**src/rtl/note_pkg.sv**
```systemverilog
`default_nettype none
// ============================================================================
// Module      : note_pkg
// Description : Shared types and helpers for the polyphonic note parser:
//               keycode-to-note mapping, octave keycodes, FSM states and
//               the event record carried through the event FIFO.
// Revision    : 1.0 - initial release
// ============================================================================
package note_pkg;

    localparam int NOTE_MAX    = 63;
    // Voice field is sized for up to 16 voices; the top truncates it.
    localparam int EVT_VOICE_W = 4;

    localparam logic [7:0]        c_KEY_OCT_DN = 8'h3A;
    localparam logic [7:0]        c_KEY_OCT_UP = 8'h3B;
    localparam logic signed [2:0] c_OCT_MIN    = 3'sb110;
    localparam logic signed [2:0] c_OCT_MAX    = 3'sb010;

    typedef enum logic [1:0] {
        IDLE     = 2'd0,
        SCAN_OFF = 2'd1,
        SCAN_ON  = 2'd2,
        COMMIT   = 2'd3
    } state_t;

    typedef struct packed {
        logic                   on;
        logic [5:0]             note;
        logic [EVT_VOICE_W-1:0] voice;
    } evt_t;

    // Returns {hit, base}; base is the semitone offset 0..30 of the key.
    function automatic logic [5:0] key2note(input logic [7:0] key);
        logic [5:0] r;
        r = 6'd0;
        case (key)
            8'h1D: r = {1'b1, 5'd0};
            8'h1B: r = {1'b1, 5'd2};
            8'h06: r = {1'b1, 5'd4};
            8'h19: r = {1'b1, 5'd6};
            8'h05: r = {1'b1, 5'd8};
            8'h11: r = {1'b1, 5'd10};
            8'h10: r = {1'b1, 5'd12};
            8'h36: r = {1'b1, 5'd14};
            8'h37: r = {1'b1, 5'd16};
            8'h38: r = {1'b1, 5'd18};
            8'h04: r = {1'b1, 5'd5};
            8'h16: r = {1'b1, 5'd7};
            8'h07: r = {1'b1, 5'd9};
            8'h09: r = {1'b1, 5'd11};
            8'h0A: r = {1'b1, 5'd13};
            8'h0B: r = {1'b1, 5'd15};
            8'h0D: r = {1'b1, 5'd17};
            8'h0E: r = {1'b1, 5'd19};
            8'h0F: r = {1'b1, 5'd21};
            8'h33: r = {1'b1, 5'd23};
            8'h34: r = {1'b1, 5'd25};
            8'h14: r = {1'b1, 5'd10};
            8'h1A: r = {1'b1, 5'd12};
            8'h08: r = {1'b1, 5'd14};
            8'h15: r = {1'b1, 5'd16};
            8'h17: r = {1'b1, 5'd18};
            8'h1C: r = {1'b1, 5'd20};
            8'h18: r = {1'b1, 5'd22};
            8'h0C: r = {1'b1, 5'd24};
            8'h12: r = {1'b1, 5'd26};
            8'h13: r = {1'b1, 5'd28};
            8'h2F: r = {1'b1, 5'd30};
            default: r = 6'd0;
        endcase
        return r;
    endfunction

endpackage
`default_nettype wire

```
**src/rtl/evt_fifo.sv**
```systemverilog
`default_nettype none
// ============================================================================
// Module      : evt_fifo
// Description : Synchronous FIFO for parser events. Power-of-two depth.
//               A push while full is accepted only when a pop happens in
//               the same cycle; a push into an empty FIFO becomes visible
//               one cycle later (no bypass).
// Revision    : 1.0 - initial release
// ============================================================================
module evt_fifo
    import note_pkg::*;
#(
    parameter int  DEPTH = 8,
    parameter type T     = evt_t
) (
    input  logic clk,
    input  logic rst_n,
    input  logic i_push,
    input  T     i_data,
    output logic o_in_ready,
    output logic o_valid,
    input  logic i_ready,
    output T     o_data
);

    localparam int c_AW = $clog2(DEPTH);

    T                r_mem [DEPTH];
    logic [c_AW-1:0] r_wr;
    logic [c_AW-1:0] r_rd;
    logic [c_AW:0]   r_count;

    logic w_full;
    logic w_pop;
    logic w_wr;

    // Handshake qualification; a pop frees a slot for a same-cycle push.
    always_comb begin
        w_full     = (r_count == (c_AW+1)'(DEPTH));
        w_pop      = i_ready && (r_count != '0);
        o_in_ready = !w_full || w_pop;
        w_wr       = i_push && o_in_ready;
        o_valid    = (r_count != '0);
        o_data     = r_mem[r_rd];
    end

    // Pointer and occupancy bookkeeping.
    always_ff @(posedge clk or negedge rst_n) begin
        if (!rst_n) begin
            r_wr    <= '0;
            r_rd    <= '0;
            r_count <= '0;
        end else begin
            if (w_wr) r_wr <= r_wr + 1'b1;
            if (w_pop) r_rd <= r_rd + 1'b1;
            case ({w_wr, w_pop})
                2'b10:   r_count <= r_count + 1'b1;
                2'b01:   r_count <= r_count - 1'b1;
                default: r_count <= r_count;
            endcase
        end
    end

    // Storage array; contents are don't-care while the entry is empty.
    always_ff @(posedge clk) begin
        if (w_wr) r_mem[r_wr] <= i_data;
    end

endmodule
`default_nettype wire

```
**src/rtl/poly_note_parser.sv**
```systemverilog
`default_nettype none
// ============================================================================
// Module      : poly_note_parser
// Description : Turns HID keyboard reports into note-on/note-off events.
//               Each report is diffed against the previous one, one slot per
//               cycle: released keys free their voice, new keys claim the
//               lowest free voice. 3A/3B shift the octave. NUM_KEYS and
//               NUM_VOICES must be at least 2; NUM_VOICES at most 16.
// Revision    : 1.0 - initial release
// ============================================================================
module poly_note_parser
    import note_pkg::*;
#(
    parameter int NUM_KEYS   = 6,
    parameter int NUM_VOICES = 4,
    parameter int FIFO_DEPTH = 8
) (
    input  logic                          Clk,
    input  logic                          Reset_n,
    input  logic [NUM_KEYS-1:0][7:0]      keycodes,
    input  logic                          report_valid,
    output logic                          busy,
    output logic                          report_drop,
    output logic                          evt_valid,
    input  logic                          evt_ready,
    output logic                          evt_on,
    output logic [5:0]                    evt_note,
    output logic [$clog2(NUM_VOICES)-1:0] evt_voice,
    output logic                          voice_full,
    output logic signed [2:0]             octave
);

    localparam int                c_VW      = $clog2(NUM_VOICES);
    localparam int                c_IW      = $clog2(NUM_KEYS);
    localparam logic [c_IW-1:0]   c_LAST    = c_IW'(NUM_KEYS - 1);
    localparam logic signed [7:0] c_NOTE_HI = 8'(NOTE_MAX);

    state_t                      r_state, w_next;
    logic [c_IW-1:0]             r_idx;
    logic [NUM_KEYS-1:0][7:0]    r_prev, r_new;
    logic [NUM_VOICES-1:0]       r_v_busy;
    logic [NUM_VOICES-1:0][7:0]  r_v_key;
    logic [NUM_VOICES-1:0][5:0]  r_v_note;
    logic signed [2:0]           r_octave;
    logic                        r_report_drop, r_voice_full;

    logic [NUM_KEYS-1:0][7:0]    w_own, w_other;
    logic [7:0]                  w_key;
    logic                        w_in_other, w_dup, w_fresh;
    logic [5:0]                  w_map;
    logic                        w_held_hit, w_free_hit;
    logic [c_VW-1:0]             w_held_v, w_free_v;
    logic signed [7:0]           w_oct_ext, w_note_s;
    logic [5:0]                  w_note_on;
    logic                        w_do_off, w_want_on, w_do_on, w_no_voice;
    logic                        w_oct_up, w_oct_dn;
    logic                        w_need_push, w_push, w_stall, w_in_ready;
    logic                        w_busy;
    evt_t                        w_push_data, w_head;
    logic                        w_head_valid;
    logic                        w_unused;

    // Examine the current slot: is it a fresh key, which voices match/are free.
    always_comb begin
        w_own      = (r_state == SCAN_OFF) ? r_prev : r_new;
        w_other    = (r_state == SCAN_OFF) ? r_new  : r_prev;
        w_key      = w_own[r_idx];
        w_in_other = 1'b0;
        w_dup      = 1'b0;
        for (int j = 0; j < NUM_KEYS; j++) begin
            if (w_other[j] == w_key) w_in_other = 1'b1;
            if ((j < int'(r_idx)) && (w_own[j] == w_key)) w_dup = 1'b1;
        end
        w_fresh    = (w_key != 8'h00) && !w_in_other && !w_dup;

        w_held_hit = 1'b0;
        w_held_v   = '0;
        w_free_hit = 1'b0;
        w_free_v   = '0;
        // Descending walk leaves the lowest-numbered match in place.
        for (int v = NUM_VOICES - 1; v >= 0; v--) begin
            if (r_v_busy[v] && (r_v_key[v] == w_key)) begin
                w_held_hit = 1'b1;
                w_held_v   = c_VW'(v);
            end
            if (!r_v_busy[v]) begin
                w_free_hit = 1'b1;
                w_free_v   = c_VW'(v);
            end
        end

        w_map     = key2note(w_key);
        w_oct_ext = {{5{r_octave[2]}}, r_octave};
        w_note_s  = $signed({3'b000, w_map[4:0]}) + w_oct_ext * 8'sd12;
        if (w_note_s < 8'sd0)           w_note_on = 6'd0;
        else if (w_note_s > c_NOTE_HI)  w_note_on = 6'(NOTE_MAX);
        else                            w_note_on = w_note_s[5:0];

        w_do_off    = (r_state == SCAN_OFF) && w_fresh && w_map[5] && w_held_hit;
        w_want_on   = (r_state == SCAN_ON) && w_fresh && w_map[5];
        w_do_on     = w_want_on && w_free_hit;
        w_no_voice  = w_want_on && !w_free_hit;
        w_oct_up    = (r_state == SCAN_ON) && w_fresh && (w_key == c_KEY_OCT_UP);
        w_oct_dn    = (r_state == SCAN_ON) && w_fresh && (w_key == c_KEY_OCT_DN);

        w_need_push = w_do_off || w_do_on;
        w_push      = w_need_push && w_in_ready;
        w_stall     = w_need_push && !w_in_ready;

        w_push_data.on    = w_do_on;
        w_push_data.note  = w_do_on ? w_note_on : r_v_note[w_held_v];
        w_push_data.voice = EVT_VOICE_W'(w_do_on ? w_free_v : w_held_v);
    end

    // FSM state register.
    always_ff @(posedge Clk or negedge Reset_n) begin
        if (!Reset_n) r_state <= IDLE;
        else          r_state <= w_next;
    end

    // FSM next-state: each scan phase ends after its last slot is handled.
    always_comb begin
        w_next = r_state;
        case (r_state)
            IDLE:     if (report_valid) w_next = SCAN_OFF;
            SCAN_OFF: if (!w_stall && (r_idx == c_LAST)) w_next = SCAN_ON;
            SCAN_ON:  if (!w_stall && (r_idx == c_LAST)) w_next = COMMIT;
            COMMIT:   w_next = IDLE;
            default:  w_next = IDLE;
        endcase
    end

    // FSM outputs.
    always_comb begin
        w_busy = (r_state != IDLE);
    end

    // Report capture, slot index, voice table, octave and status pulses.
    always_ff @(posedge Clk or negedge Reset_n) begin
        if (!Reset_n) begin
            r_idx         <= '0;
            r_prev        <= '0;
            r_new         <= '0;
            r_v_busy      <= '0;
            r_v_key       <= '0;
            r_v_note      <= '0;
            r_octave      <= 3'sb000;
            r_report_drop <= 1'b0;
            r_voice_full  <= 1'b0;
        end else begin
            r_report_drop <= report_valid && w_busy;
            r_voice_full  <= w_no_voice;
            case (r_state)
                IDLE: begin
                    if (report_valid) begin
                        r_new <= keycodes;
                        r_idx <= '0;
                    end
                end
                SCAN_OFF, SCAN_ON: begin
                    if (!w_stall) r_idx <= (r_idx == c_LAST) ? '0 : r_idx + 1'b1;
                end
                COMMIT:  r_prev <= r_new;
                default: r_idx  <= '0;
            endcase
            if (w_push && w_do_off) r_v_busy[w_held_v] <= 1'b0;
            if (w_push && w_do_on) begin
                r_v_busy[w_free_v] <= 1'b1;
                r_v_key[w_free_v]  <= w_key;
                r_v_note[w_free_v] <= w_note_on;
            end
            if (w_oct_up && (r_octave != c_OCT_MAX)) r_octave <= r_octave + 3'sd1;
            if (w_oct_dn && (r_octave != c_OCT_MIN)) r_octave <= r_octave - 3'sd1;
        end
    end

    evt_fifo #(
        .DEPTH (FIFO_DEPTH),
        .T     (evt_t)
    ) u_fifo (
        .clk        (Clk),
        .rst_n      (Reset_n),
        .i_push     (w_push),
        .i_data     (w_push_data),
        .o_in_ready (w_in_ready),
        .o_valid    (w_head_valid),
        .i_ready    (evt_ready),
        .o_data     (w_head)
    );

    // Event fields are forced to zero when nothing is queued.
    always_comb begin
        busy        = w_busy;
        report_drop = r_report_drop;
        voice_full  = r_voice_full;
        octave      = r_octave;
        evt_valid   = w_head_valid;
        evt_on      = w_head.on && w_head_valid;
        evt_note    = w_head.note & {6{w_head_valid}};
        evt_voice   = w_head.voice[c_VW-1:0] & {c_VW{w_head_valid}};
        w_unused    = ^w_head;
    end

endmodule
`default_nettype wire
```
**config.mk**
```make
export PLATFORM = sky130hd
export DESIGN_NAME = poly_note_parser
export DESIGN_NICKNAME = d
export VERILOG_FILES = /design/src/rtl/note_pkg.sv /design/src/rtl/evt_fifo.sv /design/src/rtl/poly_note_parser.sv
export SDC_FILE = /design/constraint.sdc
export NUM_CORES = 1
export LEC_CHECK = 0
export CORE_ASPECT_RATIO = 0.9
export CORE_MARGIN = 2
export CORE_UTILIZATION = 30
export DETAILED_ROUTE_END_ITERATION = 10
export PLACE_DENSITY_LB_ADDON = 0.05
export SLEW_MARGIN = 20
export SYNTH_ARGS = -nofsm -noshare
export SYNTH_HDL_FRONTEND = slang
export SYNTH_SLANG_ARGS = --single-unit
```
**constraint.sdc**
```tcl
create_clock -name Clk -period 6.69 [get_ports Clk]
set_clock_uncertainty 0.2 [all_clocks]
set_input_delay 2.007 -clock Clk [delete_from_list [all_inputs] [get_ports Clk]]
set_output_delay 2.007 -clock Clk [all_outputs]
set_load 0.02 [all_outputs]
```
==> results of run 1 <==
metal layers:
layer | vias up | part of all wire, % | global-route usage (%)
met1 | 5296 | 54 | 29.5
li1 | 4927 | - | -
met5 | - | 0 | 0
met2 | 247 | 39 | 25.4
met3 | 44 | 5.0 | 2.53
met4 | 0 | 1.8 | 3.75
cell type report:
type / count / area (um^2)
clock buffers: 31 / 733
clock inverters: 23 / 210
fillers: 4770 / 30900
inverters: 40 / 150
multi-input cells: 910 / 7450
flip-flops and latches: 248 / 6570
well taps: 624 / 781
repair buffers: 126 / 1170
sequential cells by signal, indices dropped and copies added (netlist names):
name            cells
u_fifo.r_wr         3
voice_full          1
r_prev             48
r_v_busy            4
u_fifo.r_mem       72
report_drop         1
octave              3
r_new              48
r_v_note           24
r_v_key            32
u_fifo.r_count      4
r_state             2
r_idx               3
u_fifo.r_rd         3
path summary, 6_finish.rpt:
kind / to / cells past startpoint
max: u_fifo.r_mem[4][3] / 20
min: r_v_note[18] / 1
max reg2reg: u_fifo.r_mem[4][3] / 20
min reg2reg: r_v_note[18] / 1
max in group asynchronous: r_v_note[7] / 2
min in group asynchronous: r_new[16] / 1
logic make-up after synthesis:
group | Yosys count | share of synthesized area [%]
muxes | 280 | 22.1
xor gates and xnor gates | 66 | 3.96
AOI/OAI and AO/OA | 196 | 8.75
DFF | 248 | 45.0
and+or+nand+nor | 342 | 13.3
buffers and inverters | 130 | 4.35
adders and majority gates | 26 | 2.44
cells in the mapped netlist (all sizes together) (40+ instances only):
cell type	number	area, um^2
mux2	142	1610
mux2i	120	1210
buf	45	315
o21ai	66	330
xnor2	62	543
edfxtp	72	2160
clkbuf	45	169
nand3	65	360
nor2	45	169
dfrtp	176	4400
inv	40	150
nand2	66	260
stage by stage:
| step | util (%) | setup slack (ps) | hold WS (ps) |
|---|---|---|---|
| after CTS | 35.6 | 343 | 309 |
| after global routing | 35.6 | 80.6 | 321 |
| after floorplan | - | 1410 | 263 |
| after global placement | 33.6 | 381 | 288 |
| after detailed placement | 33.6 | 373 | 295 |
| final | 35.6 | 608 | 306 |
worst register-to-register path, delay by kind of cell (launching register included):
family	cells	cell delay [ps]
adders and majority gates	3	1030
DFF	1	410
buffers and inverters	3	730
AOI/OAI and AO/OA	5	1390
xor gates and xnor gates	1	190
muxes	2	600
and+or+nand+nor	6	1290
==> results.sh, run 1 <==
export IMPL_min_path_type="flop to flop"
export IMPL_status="complete, no violations"
export IMPL_htreeDepth=1
export IMPL_syn_avg_cell_area_um2=11.3
export IMPL_diodes=0
export IMPL_rsz0062_at_grt="false"
export IMPL_grt_pass1_vias=10518
export IMPL_cts_tree="built"
export IMPL_grt_max_degree=92
export IMPL_numCtsBuffers=29
export IMPL_postCtsSetupBuffers=0
export IMPL_netlist_cell_type_count=81
export IMPL_totalWireLength_mm=45.1
export IMPL_synth_seq_area_share_pct=45.0
export IMPL_rows=76
export IMPL_grt_overflow_total=0
export IMPL_hold_buffers=0
export IMPL_nets=1433
export IMPL_die_x_um=236
export IMPL_ant_nets=0
export IMPL_syn_to_final_growth_pct=16.9
export IMPL_end_kind="flop"
export IMPL_path_clk_slew_ps=60
export IMPL_setup_viol=0
export IMPL_worst_ep_required_time_ps=6800
export IMPL_cpPeakStageDelay_ps=600
export IMPL_die_y_um=213
export IMPL_gp_congestion=0.848
export IMPL_syn_num_nets=1366
export IMPL_finalMaxSlewViolations=0
export IMPL_antenna_found_initial=2
export IMPL_io_buffers=67
export IMPL_final_common_cell="dfrtp_1"
export IMPL_fmax_ghz=0.164
export IMPL_dp_cells=1948
export IMPL_fin_crit_ps=6080
export IMPL_insertion_delay_ps=590
export IMPL_avgViaCountPerCell=5.25
export IMPL_final_cell_mix="176 x dfrtp_1, 137 x mux2_2, 117 x mux2i_1"
export IMPL_dpl_hpwl_mm=32.9
export IMPL_cpMaxStageDelayCell="o2111a_1"
export IMPL_finalSetupTns_ps=0
export IMPL_tightest_slew_ps=1010
export IMPL_path_buf_inv=3
export IMPL_start_util_pct=30.4
export IMPL_io_pins=68
export IMPL_timing_final_crit_share_pct=90.9
export IMPL_hold_violations=0
export IMPL_yosysWarnings=0
export IMPL_cts_sinks=248
export IMPL_design_area_um2=17100
export IMPL_cp_cell_sequence="inv_1 -> ha_4 -> buf_12 -> mux2i_1 -> nand2_1 -> o2111a_1 -> nand2_1 -> buf_4 -> nor2_1 -> o41ai_1 -> a21oi_1 -> nor3_1 -> ha_1 -> fa_1 -> and2_1 -> o21ai_0 -> xnor2_1 -> a31oi_1 -> nor2_1 -> mux2_2"
export IMPL_stdcell_count=2002
export IMPL_netlist_instances=1288
export IMPL_cp_arrival_ps=6190
export IMPL_clockRootBuffer="clkbuf_16"
export IMPL_async_flop_share_pct=71.0
export IMPL_wl_per_cell_um=22.5
export IMPL_cts_buffer_depth=3
export IMPL_min_from="r_v_note[18]"
export IMPL_ys_dominant_reg_cell="dfrtp_1"
export IMPL_drive_above_1_share_pct=21.9
export IMPL_core_um2=47900
export IMPL_maxSlewHeadroom_pct=32.8
export IMPL_crit_start="r_state[1]"
export IMPL_regToRegStartpoint="r_state[1]"
export IMPL_vias=10514
export IMPL_drcViolationCount=0
export IMPL_syn_area_um2=14600
export IMPL_synth_edf_count=72
export IMPL_ys_ff_latch=248
export IMPL_cp_start_kind="flop"
export IMPL_grt_pass1_wl_mm=69.3
export IMPL_crit_path_max_fanout=18
export IMPL_critPathKind="flop to flop"
export IMPL_maxCapViolCount=0
export IMPL_drt_iter0_drc=719
export IMPL_ctsResizeCount=0
export IMPL_postPlaceCellArea_um2=16100
export IMPL_die_area_um2=50400
export IMPL_cp_top_family="compound AO/OA/AOI/OAI gates"
export IMPL_rrSetupSlack_ps=610
export IMPL_grt_usage_pct=18.3
export IMPL_dr_pass1_iters=7
Power of run 1 is left out: the tool's default activity adds up to more than one toggle a clock period on the data nets, which glitch-free logic cannot reach.
==> inputs of run 2 (changes only) <==
--- a/config.mk
+++ b/config.mk
@@ -8,6 +8,7 @@
 export CORE_ASPECT_RATIO = 0.9
 export CORE_MARGIN = 2
 export CORE_UTILIZATION = 30
+export CTS_CLUSTER_DIAMETER = 50
 export DETAILED_ROUTE_END_ITERATION = 10
 export PLACE_DENSITY_LB_ADDON = 0.05
 export SLEW_MARGIN = 20
==> constraint.sdc (replaced) <==
create_clock -name Clk -period 6.69 [get_ports Clk]
set_clock_uncertainty 0.2 [all_clocks]
set_input_delay 1.0035 -clock Clk [delete_from_list [all_inputs] [get_ports Clk]]
set_output_delay 1.0035 -clock Clk [all_outputs]
set_load 0.02 [all_outputs]
==> results.sh, run 2 (synthesis results as in run 1) <==
export IMPL_syn_to_final_growth_pct=18.2
export IMPL_status="complete, no violations"
export IMPL_diodes=0
export IMPL_htreeDepth=2
export IMPL_ctsResizeCount=0
export IMPL_antenna_found_initial=0
export IMPL_grt_overflow_total=0
export IMPL_rsz0062_at_grt="false"
export IMPL_path_clk_slew_ps=50
export IMPL_finalSetupTns_ps=0
export IMPL_postCtsSetupBuffers=0
export IMPL_largest_reg_flops=72
export IMPL_min_path_type="primary input to async pin"
export IMPL_ant_nets=0
export IMPL_cp_arrival_ps=6020
export IMPL_grt_pass1_vias=10440
export IMPL_nets=1439
export IMPL_numCtsBuffers=37
export IMPL_rows=76
export IMPL_whs_ps=199
export IMPL_fillCellCount=4766
export IMPL_hold_buffers=0
export IMPL_reg_top3="u_fifo.r_mem x72, r_new x48, r_prev x48"
export IMPL_setup_viol=0
export IMPL_io_buffers=67
export IMPL_cpMostUsedCell="o21ai_0"
export IMPL_final_cell_mix="176 x dfrtp_1, 137 x mux2_2, 117 x mux2i_1"
export IMPL_avgViaCountPerCell=5.23
export IMPL_vias=10535
export IMPL_fin_crit_ps=5930
export IMPL_critPathKind="flop to flop"
export IMPL_cpPeakStageDelay_ps=650
export IMPL_cts_buffer_depth=3
export IMPL_core_um2=47900
export IMPL_dr_pass1_iters=7
export IMPL_regToRegStartpoint="r_state[1]"
export IMPL_cts_sinks=248
export IMPL_gp_congestion=0.851
export IMPL_drive_above_1_share_pct=22.8
export IMPL_cp_cell_sequence="inv_1 -> ha_2 -> buf_12 -> mux2i_1 -> a22oi_1 -> nand3_2 -> inv_2 -> nor2_1 -> o21ai_0 -> o21ai_0 -> o21ai_0 -> a211oi_1 -> ha_1 -> a21o_1 -> a21oi_1 -> xnor2_1 -> nand2_1 -> xnor2_1 -> nor2_1 -> mux2_2"
export IMPL_cts_tree="built"
export IMPL_finalMaxSlewViolations=0
export IMPL_fmax_ghz=0.169
export IMPL_die_area_um2=50400
export IMPL_grt_usage_pct=18.1
export IMPL_worst_ep_required_time_ps=6780
export IMPL_grt_max_degree=70
export IMPL_start_util_pct=30.4
export IMPL_cpMaxStageDelayCell="mux2i_1"
export IMPL_crit_start="r_state[1]"
export IMPL_io_pins=68
export IMPL_tightest_slew_ps=1070
export IMPL_crit_path_max_fanout=42
export IMPL_top_register="u_fifo.r_mem"
export IMPL_dpl_hpwl_mm=32.6
export IMPL_maxCapViolCount=0
export IMPL_insertion_delay_ps=570
export IMPL_clockRootBuffer="clkbuf_16"
export IMPL_totalWireLength_mm=44.8
export IMPL_die_x_um=236
export IMPL_final_common_cell="dfrtp_1"
export IMPL_die_y_um=213
export IMPL_drcViolationCount=0
export IMPL_cp_start_kind="flop"
export IMPL_timing_final_crit_share_pct=88.7
export IMPL_end_kind="flop"
export IMPL_hold_violations=0
export IMPL_drt_iter0_drc=942
export IMPL_grt_pass1_wl_mm=68.4
export IMPL_wl_per_cell_um=22.2
export IMPL_maxSlewHeadroom_pct=28.8
-- run 2: changes by cell type in the layout (fill, tap and decap cells not counted), moves of 2 or more --
cell and delta:
buf_12 -3, bufinv_16 -2, clkbuf_16 +8, clkbuf_8 +4, clkinv_1 -4, clkinv_2 -3, clkinv_4 -2, clkinv_8 +2
clkinvlp_4 +3, inv_6 +7
-- run 2: layer usage --
metal	GRT usage [%]	part of all wire (%)	up-vias
met5	0	0	-
met4	3.47	1.4	0
met3	3.23	5.0	41
met2	24.8	39	241
met1	29.0	54	5306
li1	-	-	4947
-- run 2: layout make-up --
cell class	instances	area, um^2	share of cell area, %
clock inverter	23	199	1.15
inverter	40	150	0.871
timing repair buffer	124	1110	6.47
multi-input combinational	910	7440	43.1
sequential	248	6570	38.1
tap	624	781	4.53
clock buffer	44	992	5.76
-- run 2: path summary, 6_finish.rpt --
path | endpoint | slack (ps) | depth (start not counted)
hold / removal | r_new[35] | 200 | 1
setup reg to reg | u_fifo.r_mem[2][7] | 760 | 20
min in group Clk | r_v_note[10] | 300 | 1
hold reg to reg | r_v_note[10] | 300 | 1
setup / recovery | u_fifo.r_mem[2][7] | 760 | 20
max in group asynchronous | r_v_key[3] | 4740 | 2
-- run 2: critical path, delay by kind of cell (launching register included) --
family / cells / cell delay (ps)
mux: 2 / 1040
fa+ha+maj: 2 / 540
xor+xnor: 2 / 610
simple gates: 4 / 730
buf+inv: 3 / 680
flops: 1 / 410
compound gates: 7 / 1390
-- run 2: metrics by stage --
stage	setup slack, ps	instance area (um^2)	std cells	util [%]
floorplan	1410	14600	1288	-
CTS	726	17200	2013	36.0
detailed placement	707	16000	1946	33.5
finish	758	17200	2013	36.0
global placement	770	16000	1946	33.5
global route	200	17200	2013	36.0
Power of run 2 is left out for the same reason.
==> inputs of run 3 (changes only) <==
--- a/config.mk
+++ b/config.mk
@@ -11,7 +11,7 @@
 export CTS_CLUSTER_DIAMETER = 50
 export DETAILED_ROUTE_END_ITERATION = 10
 export PLACE_DENSITY_LB_ADDON = 0.05
-export SLEW_MARGIN = 20
+export SETUP_SLACK_MARGIN = 0.3
 export SYNTH_ARGS = -nofsm -noshare
 export SYNTH_HDL_FRONTEND = slang
 export SYNTH_SLANG_ARGS = --single-unit
==> results.sh, run 3 (synthesis results as in run 1) <==
export IMPL_dpl_hpwl_mm=32.6
export IMPL_die_area_um2=50400
export IMPL_totalWireLength_mm=44.8
export IMPL_cts_buffer_depth=3
export IMPL_ant_nets=0
export IMPL_stdcell_count=2013
export IMPL_cts_tree="built"
export IMPL_worst_ep_required_time_ps=6780
export IMPL_die_x_um=236
export IMPL_grt_pass1_vias=10440
export IMPL_final_common_cell="dfrtp_1"
export IMPL_end_kind="flop"
export IMPL_regToRegStartpoint="r_state[1]"
export IMPL_setup_viol=0
export IMPL_cp_start_kind="flop"
export IMPL_path_clk_slew_ps=50
export IMPL_use_met2_pct=24.8
export IMPL_io_pins=68
export IMPL_register_area_um2=6570
export IMPL_drt_iter0_drc=946
export IMPL_tightest_slew_ps=1090
export IMPL_dr_pass1_iters=5
export IMPL_avgViaCountPerCell=5.23
export IMPL_grtUsageMet3_pct=3.23
export IMPL_dp_cells=1946
export IMPL_gp_congestion=0.851
export IMPL_finalSetupTns_ps=0
export IMPL_htreeDepth=2
export IMPL_timing_final_crit_share_pct=85.8
export IMPL_met1_usage_pct=29.0
export IMPL_core_um2=47900
export IMPL_grt_overflow_total=0
export IMPL_fmax_ghz=0.174
export IMPL_reg_top3="u_fifo.r_mem x72, r_new x48, r_prev x48"
export IMPL_maxSlewHeadroom_pct=26.3
export IMPL_cp_endpoint="u_fifo.r_mem[2][7]"
export IMPL_min_path_type="primary input to async pin"
export IMPL_wl_per_cell_um=22.2
export IMPL_fin_crit_ps=5740
export IMPL_place_ws_ps=707
export IMPL_insertion_delay_ps=570
export IMPL_syn_to_final_growth_pct=18.3
export IMPL_numCtsBuffers=37
export IMPL_maxCapViolCount=0
export IMPL_top_usage_layer="met1"
export IMPL_grt_max_degree=70
export IMPL_status="complete, no violations"
export IMPL_finalMaxSlewViolations=0
export IMPL_setup_slack_ps=948
export IMPL_rrSetupSlack_ps=950
export IMPL_crit_path_max_fanout=42
export IMPL_rows=76
export IMPL_largest_reg_flops=72
export IMPL_cts_sinks=248
export IMPL_final_cell_mix="176 x dfrtp_1, 137 x mux2_2, 117 x mux2i_1"
export IMPL_drcViolationCount=0
export IMPL_cp_arrival_ps=5830
export IMPL_top_register="u_fifo.r_mem"
export IMPL_clockRootBuffer="clkbuf_16"
export IMPL_nets=1439
export IMPL_fillCellCount=4762
export IMPL_grt_pass1_wl_mm=68.4
export IMPL_multi_input_area_um2=7450
export IMPL_grt_usage_pct=18.1
export IMPL_postCtsSetupBuffers=0
export IMPL_rsz0062_at_grt="false"
export IMPL_io_buffers=67
export IMPL_die_y_um=213
export IMPL_start_util_pct=30.4
export IMPL_r2r_end="u_fifo.r_mem[2][7]"
export IMPL_critPathKind="flop to flop"
export IMPL_hold_violations=0
export IMPL_crit_start="r_state[1]"
export IMPL_vias=10533
export IMPL_drive_above_1_share_pct=22.9
export IMPL_r2r_cells=20
export IMPL_diodes=0
export IMPL_antenna_found_initial=0
run 3: cell counts in the layout (fill, tap and decap cells not counted):
No cell type changed its count.
run 3: worst max-delay path, cell delays in order (launching register included):
cell and delay [ps]:
dfrtp_1 410, inv_1 170, ha_2 230, buf_12 280, mux2i_1 650, a22oi_1 230, nand3_2 120, inv_2 230
nor2_1 310, o21ai_0 110, o21ai_0 100, o21ai_0 100, a211oi_1 440, ha_1 310, a21o_1 170, a21oi_1 240
xnor2_1 150, nand2_1 100, xnor2_2 310, nor2_1 180, mux2_2 370
run 3: worst min path at each step:
stage	startpoint	endpoint	slack (ps)
finish	Reset_n	r_new[35]	200
global route	Reset_n	r_new[46]	220
CTS	Reset_n	report_drop	180
detailed placement	r_v_note[7]	r_v_note[7]	300
global placement	r_v_note[4]	r_v_note[4]	290
floorplan	r_v_key[30]	r_v_key[30]	260
run 3: area by class of cell:
type	instances	area share, %
multi-input combinational	910	43.2
sequential	248	38.1
timing repair buffer	124	6.46
clock buffer	44	5.75
tap	624	4.53
clock inverter	23	1.15
inverter	40	0.870
run 3: metal layers:
layer / vias to the layer above / routed length, um
met3: 41 / 2220
met5: - / 0
met4: 0 / 639
met1: 5311 / 24300
met2: 237 / 17600
li1: 4944 / -
run 3: stage by stage:
step	hold WS (ps)	util, %	cell area [um^2]
6_report	199	36.0	17300
5_1_grt	217	36.0	17300
4_1_cts	184	36.0	17200
3_5_place_dp	296	33.5	16000
3_3_place_gp	289	33.5	16000
2_1_floorplan	263	-	14600
run 3: repair_timing:
item	in CTS	in global routing
endpoints found under the setup margin	0	48
hold buffers	0	0
resized for setup	0	2
Power of run 3 is left out for the same reason.
